`src/rtl/ccip_host_req_fifo.sv`:
```
// Synchronous FIFO with occupancy count; push while full is honoured only together with a pop.
module ccip_host_req_fifo #(
  parameter int WIDTH = 8,
  parameter int DEPTH = 16
) (
  input  logic                     clk,
  input  logic                     rst,
  input  logic                     push_i,
  input  logic [WIDTH-1:0]         data_i,
  input  logic                     pop_i,
  output logic [WIDTH-1:0]         data_o,
  output logic                     full_o,
  output logic                     empty_o,
  output logic [$clog2(DEPTH):0]   count_o
);
  localparam int AW = $clog2(DEPTH);
  localparam logic [AW:0] FULL_CNT = DEPTH[AW:0];

  logic [WIDTH-1:0] store_q [DEPTH];
  logic [AW-1:0]    wr_ptr_q, wr_ptr_d;
  logic [AW-1:0]    rd_ptr_q, rd_ptr_d;
  logic [AW:0]      count_q, count_d;
  logic             do_push, do_pop;

  assign full_o  = (count_q == FULL_CNT);
  assign empty_o = (count_q == '0);
  assign do_pop  = pop_i && !empty_o;
  assign do_push = push_i && (!full_o || do_pop);
  assign data_o  = store_q[rd_ptr_q];
  assign count_o = count_q;

  always_comb begin
    wr_ptr_d = wr_ptr_q + AW'(do_push);
    rd_ptr_d = rd_ptr_q + AW'(do_pop);
    count_d  = count_q + (AW+1)'(do_push) - (AW+1)'(do_pop);
  end

  always_ff @(posedge clk or posedge rst) begin
    if (rst) begin
      wr_ptr_q <= '0;
      rd_ptr_q <= '0;
      count_q  <= '0;
    end else begin
      wr_ptr_q <= wr_ptr_d;
      rd_ptr_q <= rd_ptr_d;
      count_q  <= count_d;
    end
  end

  // When full, wr_ptr equals rd_ptr; the head is read out before this edge overwrites it.
  always_ff @(posedge clk) begin
    if (do_push) store_q[wr_ptr_q] <= data_i;
  end

endmodule

```
`config.mk`:
```
export PLATFORM = sky130hd
export DESIGN_NAME = ccip_host_req_fifo
export DESIGN_NICKNAME = d
export VERILOG_FILES = /design/src/rtl/ccip_host_req_fifo.sv
export SDC_FILE = /design/constraint.sdc
export NUM_CORES = 1
export LEC_CHECK = 0
export CAP_MARGIN = 0
export CORE_MARGIN = 2
export CORE_UTILIZATION = 54
export DETAILED_ROUTE_END_ITERATION = 16
export HOLD_SLACK_MARGIN = 0.08
export PLACE_DENSITY = 0.86
export SYNTH_ARGS = -nofsm -noshare
export SYNTH_HDL_FRONTEND = slang
export SYNTH_SLANG_ARGS = --single-unit
```
`constraint.sdc`:
```
create_clock -name clk -period 2.25 [get_ports clk]
set_clock_uncertainty 0.15 [all_clocks]
set_input_delay 0.45 -clock clk [delete_from_list [all_inputs] [get_ports clk]]
set_output_delay 0.45 -clock clk [all_outputs]
set_load 0.03 [all_outputs]
```
-- After elaboration in Yosys (flattened, before gate mapping)
Memory sizes are Yosys's and may differ from the RTL's.
Cells that the tools add are included.
- add/subtract/negate cells: 4
- $mul: 0
- divide/modulo/power cells: 0
- magnitude comparators: 0
- equal/unequal tests: 1
- shifts and indexed selects: 0
- mux-type cells: 2
- bitwise operators: 0
- reduce and logical (&&, ||, !) cells: 6
- operator list (operator ; number):
    4-bit by 1-bit adder with 4-bit output ; 2
    5-bit by 1-bit adder with 5-bit output ; 1
    5-bit equality test, second input constant ; 1
    5-bit logical NOT ; 1
    5-bit by 1-bit subtractor with 5-bit output ; 1
    1-bit logical AND ; 2
    1-bit logical NOT ; 2
    1-bit 2-to-1 mux ; 2
    1-bit logical OR ; 1
- bits in registers: 13
- bits in latches: 0
- bits in writable memories: 128
- bits in read-only memories: 0
- input bits: 12
- output and inout port bits: 15
- word-level logic and storage cells: 17
- memories kept: 1
- memories (memory ; words ; width ; read ports ; clocked after Yosys merged registers in ; write ports ; line ; RTL):
    store_q ; 16 ; 8 ; 1 ; 0 ; 1 ; 19 ; logic [WIDTH-1:0] store_q [DEPTH];

-- Logic depth before layout (Yosys ltp)
Gate-level depths: netlist (run 1).
- word-level depth: 7
- depth in mapped cells: 13
- depth with buffers taken out: 13

-- Worst setup path before layout (run 1)
No wires, ideal clock.
- path kind: register to register
- start point: reg count_q[3] (netlist: count_o[3])
- end point: reg count_q[4] (netlist: count_o[4])
- setup time: 80 ps
- arrival: 2726 ps
- data required time: 2020 ps
- slack: -706 ps
- cell stages (with the launch flop): 14
- path buffers: 0
- clock period less this slack: 2956 ps
- path through: dfrtp_1 > inv_1 > ha_1 > nor4b_2 > xnor2_1 > nand2_1 > o21ai_1 > ha_1 > inv_1 > fa_1 > inv_1 > a21oi_1 > o21bai_1 > xnor2_1
- cells in the longest elaborated chain, start to end: 7
- elaborated cells on any way between the ends: 9
- classes of those cells: add/sub: 2; eq/ne: 1; reduce/logical: 6
- ends and longest elaborated chain (element ; line ; RTL):
    start: declaration ; 22 ; logic [AW:0] count_q, count_d;
    start signal: assignment ; 46 ; count_q <= count_d;
    5-bit logical NOT * ; 26 ; assign empty_o = (count_q == '0);
    via empty_o ; 13 ; output logic empty_o,
    1-bit logical NOT * ; 27 ; assign do_pop = pop_i && !empty_o;
    1-bit logical AND * ; 27 ;
    1-bit logical OR ; 28 ; assign do_push = push_i && (!full_o || do_pop);
    1-bit logical AND ; 28 ;
    5-bit by 1-bit adder with 5-bit output ; 35 ; count_d = count_q + (AW+1)'(do_push) - (AW+1)'(do_pop);
    5-bit by 1-bit subtractor with 5-bit output * ; 35 ;
    via count_d[4] ; 22 ;
The timed path passes the listed nets; every way through them passes the cells marked *.

-- Worst setup path in the final report (run 1)
- start point: reg rd_ptr_q[0]
- end point: out data_o[5]
- cells in the longest elaborated chain, start to end: 1
- ends and longest elaborated chain (element ; line ; RTL):
    start: declaration ; 21 ; logic [AW-1:0] rd_ptr_q, rd_ptr_d;
    start signal: assignment ; 45 ; rd_ptr_q <= rd_ptr_d;
    memory 16 x 8 bit ; n/a ;
    end: declaration ; 11 ; output logic [WIDTH-1:0] data_o,
Every way passes these cells.

==> results of run 1 <==
[sequential cells by signal, indices dropped and copies added, names as in the netlist]
name	flops
store_q	128
count_o	5
wr_ptr_q	4
rd_ptr_q	4
[cell families after synthesis]
kind of cell / count (synthesis)
flops: 141
simple gates: 44
mux: 32
buf+inv: 23
compound gates: 22
fa+ha+maj: 10
xor+xnor: 9
[worst max-delay path: cells and delay by family, from the launching register on]
family,cells,cell delay [ps]
DFF,1,390
buffers and inverters,3,430
AOI/OAI and AO/OA,1,230
muxes,1,560
and+or+nand+nor,1,100
[synthesized netlist by cell type (2+ instances only)]
cell type,instances,area [sq um]
edfxtp_1,128,3840
mux4_1,18,473
a22oi_1,16,120
mux4_2,14,315
nor2_1,14,52.6
dfrtp_1,13,325
nand2_1,12,45.0
inv_1,10,37.5
ha_1,9,113
xnor2_1,5,43.8
nor3_1,4,20.0
xor2_1,4,35.0
buf_2,3,15.0
buf_6,3,33.8
clkbuf_1,3,11.3
clkdlybuf4s25_2,3,30.0
nand2b_1,3,18.8
nand3_1,3,15.0
a21oi_1,2,10.0
nand3b_1,2,15.0
[power by group through the flow]
stage	registers [mW]	clock network, mW	logic [mW]
finish	3.48	2.67	4.05
global route	3.50	2.81	4.28
CTS	3.46	2.71	3.78
detailed placement	3.51	0	3.40
global placement	3.48	0	3.28
floorplan	3.52	0	2.09
[area by class of cell]
type                       count  share of cell area, %
timing repair buffer          74                   10.6
clock buffer                  17                   5.77
tap                          136                   2.37
sequential                   141                   58.2
clock inverter                15                   2.13
inverter                      10                  0.523
multi-input combinational    117                   20.4
[path summary, 6_finish.rpt]
check,startpoint,end,slack [ps]
min reg2reg,wr_ptr_q[0],wr_ptr_q[0],430
max in group asynchronous,rst,count_o[3],1410
min,rst,wr_ptr_q[3],130
min in group clk,wr_ptr_q[0],wr_ptr_q[0],430
max reg2reg,count_o[2],count_o[4],-170
max,rd_ptr_q[0],data_o[5],-590
[repair_timing]
item | 4_1_cts | 5_1_grt
cloned | 2 | 1
pin swaps | 6 | 11
buffers inserted | 2 | 4
endpoints found under the setup margin | 16 | 14
gates resized for setup | 83 | 25
[metal layers]
metal | GRT usage, % | part of all wire [%]
met1 | 30.2 | 36
met4 | 10.1 | 3.8
met3 | 7.30 | 8.0
met5 | 0 | 0
met2 | 40.2 | 52
==> metrics.csv, run 1 <==
metric,value,unit
clock-root-buffer,clkbuf_8,
track_usage,24.3,%
cts_tree,yes,
timing.hold.ws,132,ps
initial_core_util,55.3,%
final_common_cell,edfxtp_1,
clk_path_buf_depth,2,
synth-simple-area-share,3.85,%
die_w,107,um
status,"complete, but fails checks",
synth_edf_count,128,
regArea,4170,sq um
vdd_drop_max,0.922,mV
cp_cell_sequence,"buf_12, buf_16, mux4_2, a22oi_2, nand2_1, buf_6",
layout_setup_ws,-595,ps
cp_max_fo,6,
end_kind,output port,
preCtsSetupSlack,-490,ps
rsz0062_at_grt,yes,
maxClockFrequency,352,MHz
fillCellCount,637,
diodes,0,
cap_violations,0,
power_density,1420,nW/um^2
reg2reg_depth,13,
die_h,107,um
syn-cell-area,5680,sq um
min_period_over_period,126,%
p_leak,2.53,nW
grt_pass1_vias,3187,
placed_cells,470,
synth_cells,281,
synth_top_family_by_area,multiplexers,
post-route-min-period,2840,ps
ys_types,32,
drive_gt1_share,41.2,%
synth_xor_area_share,1.39,%
pwr-share-seq,34.1,%
final_max_slew_viol_count,0,
synth_fp_nets,303,
post-dp-hpwl,7.59,mm
avgSynthCellArea,20.2,sq um
antenna_found_initial,0,
fin_cells,510,
first_pass_iters,4,
finalPower,10.2,mW
ys_dominant_reg_cell,edfxtp_1,
io_pins,27,
place.gp.congestion,0.818,
cts_sinks,141,
ys_warn_count,0,
fin_util,69.8,%
grt_max_degree,21,
power.share.clock,26.2,%
io_buffers,26,
std_cell_rows,37,
syn_to_final_growth,26.3,%
critPathLaunchType,register,
synth_compound_area_share,2.78,%
failed_checks,negative setup slack,
grt_pass1_wl,19.2,mm
maxSlewHeadroom,46.1,%
final-setup-viol-count,10,
cts_hold_buffers,0,
layout.nets,383,
async_flop_share,9.22,%
crit_path_top_delay_cell,mux4_2,
hold_class,input pin to asynchronous set/reset pin,
drtIter0Drc,359,
dieArea,11400,sq um
switchingPower,3.47,mW
wl_per_cell,26.3,um
arrival,2240,ps
clk_pin_slew_worst_paths,70,ps
place_area,6430,sq um
drtAntennaViolNets,0,
worstPathRequired,1650,ps
worst_pin_slew,806,ps
critPathKind,register to output port,
synth_adder_area_share,2.33,%
ys_seq_area_share,73.4,%
cts_inserted_buffers,17,
hold_viol_final,0,
switching_share,34.0,%
htree_levels,4,
via_per_inst,6.20,
internal-power,6.73,mW
synth.area.mux_share,13.9,%
power_frac_comb,39.7,%
core-area,10300,sq um
drt_wl_total,13.4,mm
num_vias,3163,
final_cell_mix,"128 x edfxtp_1, 40 x buf_4, 31 x mux4_2, 17 x clkbuf_16, 14 x nor2_1",
slowest_delay,560,ps
setup_tns,-4620,ps
multi_input_area,1460,sq um
gr-total-overflow,0,
final_cell_area,7170,sq um
clock_latency,530,ps
ys_ff_latch,141,
drc_errors,0,
No activity file was read; power rests on OpenSTA's default activity.
==> inputs of run 2 (changes only) <==
--- a/config.mk
+++ b/config.mk
@@ -11,6 +11,7 @@
 export DETAILED_ROUTE_END_ITERATION = 16
 export HOLD_SLACK_MARGIN = 0.08
 export PLACE_DENSITY = 0.86
+export SKIP_CTS_REPAIR_TIMING = 1
 export SYNTH_ARGS = -nofsm -noshare
 export SYNTH_HDL_FRONTEND = slang
 export SYNTH_SLANG_ARGS = --single-unit
==> metrics.csv, run 2 (same netlist as run 1, synthesis figures left out) <==
metric,value,unit,change
grt_pass1_wl,18.5,mm,-3.5%
regMostFlops,store_q,,
rsz0062_at_grt,yes,,
final-setup-viol-count,10,,unchanged
timing.hold.ws,129,ps,-2.90 ps
drt_wl_total,12.9,mm,-3.6%
fillCellCount,621,,-2.5%
fin_util,69.7,%,-0.13 points
rr_startpoint,count_o[3],,
final_cell_area,7160,sq um,-0.19%
critPathLaunchType,register,,
preCtsSetupSlack,-490,ps,unchanged
maxClockFrequency,354,MHz,+0.78%
fin_cells,510,,unchanged
io_pins,27,,unchanged
crit_start,rd_ptr_q[0],,
hold_class,input pin to asynchronous set/reset pin,,
worst_pin_slew,658,ps,-148 ps
grt_max_degree,22,,+4.8%
first_pass_iters,5,,+1
grt_pass1_vias,3182,,-0.16%
clk_pin_slew_worst_paths,70,ps,about the same
antenna_found_initial,0,,unchanged
final_common_cell,edfxtp_1,,
io_buffers,26,,unchanged
crit_path_top_delay_cell,mux4_1,,
path_depth,5,,-1
gr-total-overflow,0,,unchanged
crit_family,multiplexers,,
drtAntennaViolNets,0,,unchanged
largest_reg_flops,128,,unchanged
num_vias,3149,,-0.44%
drtIter0Drc,287,,-20%
cts_inserted_buffers,17,,unchanged
vdd_drop_max,0.805,mV,-13%
critPathKind,register to output port,,
cap_violations,0,,unchanged
die_w,107,um,unchanged
track_usage,23.5,%,-0.89 points
syn_to_final_growth,26.1,%,
drive_gt1_share,39.0,%,-2.1 points
core-area,10300,sq um,unchanged
via_per_inst,6.17,,-0.44%
reg2reg_depth,13,,unchanged
cp_max_fo,12,,+6
end_kind,output port,,
place_area,6430,sq um,unchanged
crit_buf_inv,2,,-1
cts_sinks,141,,unchanged
drc_errors,0,,unchanged
htree_levels,4,,unchanged
post-dp-hpwl,7.59,mm,unchanged
placed_cells,470,,unchanged
worstPathRequired,1650,ps,about the same
maxSlewHeadroom,56.0,%,+9.8 points
post-route-min-period,2820,ps,-22.0 ps
final_cell_mix,"128 x edfxtp_1, 40 x buf_4, 21 x mux4_2, 17 x clkbuf_16, 14 x nor2_1",,
failed_checks,negative setup slack,,
hold_viol_final,0,,unchanged
diodes,0,,unchanged
min_period_over_period,125,%,-0.98 points
slowest_delay,580,ps,+20 ps
initial_core_util,55.3,%,unchanged
place.gp.congestion,0.818,,unchanged
setup_tns,-4530,ps,+97.2 ps
cts_tree,yes,,
layout_setup_ws,-573,ps,+22.0 ps
die_h,107,um,unchanged
cp_cell_sequence,"buf_12, mux4_1, a22oi_2, nand2_1, buf_2",,
layout.nets,383,,unchanged
power_density,1380,nW/um^2,-2.7%
status,"complete, but fails checks",,
std_cell_rows,37,,unchanged
dieArea,11400,sq um,unchanged
arrival,2220,ps,-20 ps
p_leak,2.58,nW,+2.1%
wl_per_cell,25.3,um,-3.6%
clk_path_buf_depth,2,,unchanged
clock_latency,530,ps,about the same
clock-root-buffer,clkbuf_8,,
final_max_slew_viol_count,0,,unchanged
finalPower,9.91,mW,-2.9%
-- run 2: where the power goes --
group / switching, mW / internal, mW / total (mW)
sequential: 0.248 / 3.24 / 3.48
clock: 1.16 / 1.50 / 2.66
combinational: 1.96 / 1.80 / 3.76
-- run 2: per-layer routing --
layer | share of wire, % | GRT usage [%]
met5 | 0 | 0
met4 | 2.1 | 8.63
met3 | 8.4 | 6.99
met2 | 53 | 39.4
met1 | 36 | 29.1
-- run 2: path summary, 6_finish.rpt --
kind / slack [ps] / end
max reg2reg: -150 / count_o[4]
max: -570 / data_o[2]
min: 130 / wr_ptr_q[2]
max in group asynchronous: 1410 / count_o[3]
min reg2reg: 430 / wr_ptr_q[0]
min in group clk: 430 / wr_ptr_q[0]
-- run 2: layout make-up --
class                   count  area (sq um)  area share, %
inverters                  10          37.5          0.524
well taps                 136           170           2.38
clock inverters            15           153           2.13
repair buffers             74           704           9.84
multi-input cells         117          1510           21.1
clock buffers              17           414           5.78
flip-flops and latches    141          4170           58.3
==> inputs of run 3 (changes only) <==
--- a/config.mk
+++ b/config.mk
@@ -8,10 +8,13 @@
 export CAP_MARGIN = 0
 export CORE_MARGIN = 2
 export CORE_UTILIZATION = 54
+export CTS_CLUSTER_SIZE = 10
 export DETAILED_ROUTE_END_ITERATION = 16
+export GPL_TIMING_DRIVEN = 0
 export HOLD_SLACK_MARGIN = 0.08
 export PLACE_DENSITY = 0.86
 export SKIP_CTS_REPAIR_TIMING = 1
+export SLEW_MARGIN = 10
 export SYNTH_ARGS = -nofsm -noshare
 export SYNTH_HDL_FRONTEND = slang
 export SYNTH_SLANG_ARGS = --single-unit
==> metrics.csv, run 3 (same netlist as run 1, synthesis figures left out) <==
metric,value,unit,change
layout.nets,363,,-5.2%
fillCellCount,621,,unchanged
diodes,0,,unchanged
htree_levels,4,,unchanged
grt_pass1_vias,2890,,-9.2%
ff2ff_setup_slack,-210,ps,-60 ps
reg2reg_depth,13,,unchanged
drtAntennaViolNets,0,,unchanged
die_w,107,um,unchanged
clk_pin_slew_worst_paths,60,ps,about the same
place_area,6170,sq um,-4.1%
fin_util,69.2,%,-0.51 points
finalPower,10.1,mW,+1.7%
hold_viol_final,0,,unchanged
num_vias,3008,,-4.5%
r2r-end,count_o[4],,
final_cell_area,7110,sq um,-0.73%
drc_errors,0,,unchanged
syn_to_final_growth,25.1,%,
die_h,107,um,unchanged
arrival,2360,ps,+140 ps
critPathKind,register to output port,,
first_pass_iters,5,,unchanged
preCtsSetupSlack,-716,ps,-226 ps
track_usage,21.7,%,-1.8 points
initial_core_util,55.3,%,unchanged
power_density,1420,nW/um^2,+2.4%
hold_class,input pin to asynchronous set/reset pin,,
std_cell_rows,37,,unchanged
p_leak,2.44,nW,-5.4%
failed_checks,negative setup slack,,
switchingPower,3.59,mW,+6.4%
io_pins,27,,unchanged
grt.met3_usage,6.68,%,-0.31 points
wl_per_cell,26.3,um,+3.8%
core-area,10300,sq um,unchanged
io_buffers,26,,unchanged
drt_wl_total,12.9,mm,-0.23%
end_kind,output port,,
gr-total-overflow,0,,unchanged
drive_gt1_share,41.0,%,+1.9 points
final_cell_mix,"128 x edfxtp_1, 29 x mux4_2, 19 x clkbuf_16, 13 x buf_4",,
cts_inserted_buffers,17,,unchanged
via_per_inst,6.14,,-0.58%
cts_tree,yes,,
layout_setup_ws,-715,ps,-142 ps
cap_violations,0,,unchanged
cts_sinks,141,,unchanged
rsz0062_at_grt,yes,,
largest_reg_flops,128,,unchanged
timing.hold.ws,112,ps,-16.7 ps
switching_share,35.6,%,+1.6 points
status,"complete, but fails checks",,
cp_max_fo,8,,-4
dieArea,11400,sq um,unchanged
power_frac_comb,39.8,%,+1.9 points
post-route-min-period,2960,ps,+142 ps
clock-root-buffer,clkbuf_8,,
internal-power,6.48,mW,-0.76%
final_common_cell,edfxtp_1,,
clk_path_buf_depth,2,,unchanged
maxClockFrequency,337,MHz,-4.8%
final-setup-viol-count,16,,+6
worst_pin_slew,869,ps,+210 ps
fin_cells,490,,-3.9%
grt_util_met2,34.9,%,-4.5 points
grtUsageMet1,27.0,%,-2.1 points
min_period_over_period,132,%,+6.3 points
rr_startpoint,count_o[3],,
placed_cells,443,,-5.7%
grt_pass1_wl,16.8,mm,-9.5%
final_max_slew_viol_count,0,,unchanged
grt_max_degree,17,,-23%
regMostFlops,store_q,,
clock_latency,530,ps,about the same
power.share.clock,25.5,%,-1.4 points
critPathLaunchType,register,,
antenna_found_initial,0,,unchanged
top_usage_layer,met2,,
vdd_drop_max,1.01,mV,+26%
maxSlewHeadroom,41.9,%,-14 points
pwr-share-seq,34.7,%,-0.5 points
setup_tns,-5270,ps,-748 ps
place.gp.congestion,0.827,,+1.0%
worstPathRequired,1650,ps,about the same
post-dp-hpwl,7.07,mm,-6.9%
drtIter0Drc,365,,+27%
-- run 3: layout make-up --
| cell class | instances | area [sq um] | share of cell area [%] |
|---|---|---|---|
| tap | 136 | 170 | 2.39 |
| inverter | 10 | 37.5 | 0.528 |
| clock inverter | 15 | 129 | 1.81 |
| clock buffer | 17 | 414 | 5.83 |
| buffer | 12 | 141 | 1.99 |
| multi-input combinational | 117 | 1590 | 22.3 |
| timing repair buffer | 42 | 458 | 6.44 |
| sequential | 141 | 4170 | 58.7 |
-- run 3: worst max-delay path, stage by stage, from the launching register on --
cell and delay [ps]:
dfrtp_1 400, buf_12 180, clkbuf_16 170, mux4_1 580, a22oi_2 230, nand2_1 90, buf_2 180
-- run 3: routing by layer --
layer  part of all wire [%]  wire length (um)  vias to the layer above
li1                       -                 -                     1251
met1                     37              4770                     1544
met2                     53              6780                      181
met3                    7.2               921                       32
met4                    3.1               405                        0
met5                      0                 0                        -
-- run 3: worst max path at each step --
stage | startpoint | to | slack (ps) | cells past startpoint
after floorplan | count_o[2] | count_o[4] | -360 | 13
after global placement | rd_ptr_q[1] | data_o[6] | -640 | 6
after detailed placement | rd_ptr_q[1] | data_o[6] | -720 | 6
after CTS | rd_ptr_q[1] | data_o[6] | -1280 | 6
after global routing | rd_ptr_q[0] | data_o[3] | -820 | 6
final | rd_ptr_q[0] | data_o[3] | -710 | 6
-- run 3: power groups by stage --
stage | Combinational [mW] | Clock (mW) | Sequential (mW)
after floorplan | 2.09 | 0 | 3.52
after global placement | 3.03 | 0 | 3.45
after detailed placement | 3.16 | 0 | 3.49
after CTS | 3.20 | 2.56 | 3.44
after global routing | 4.22 | 2.68 | 3.53
final | 4.01 | 2.56 | 3.50
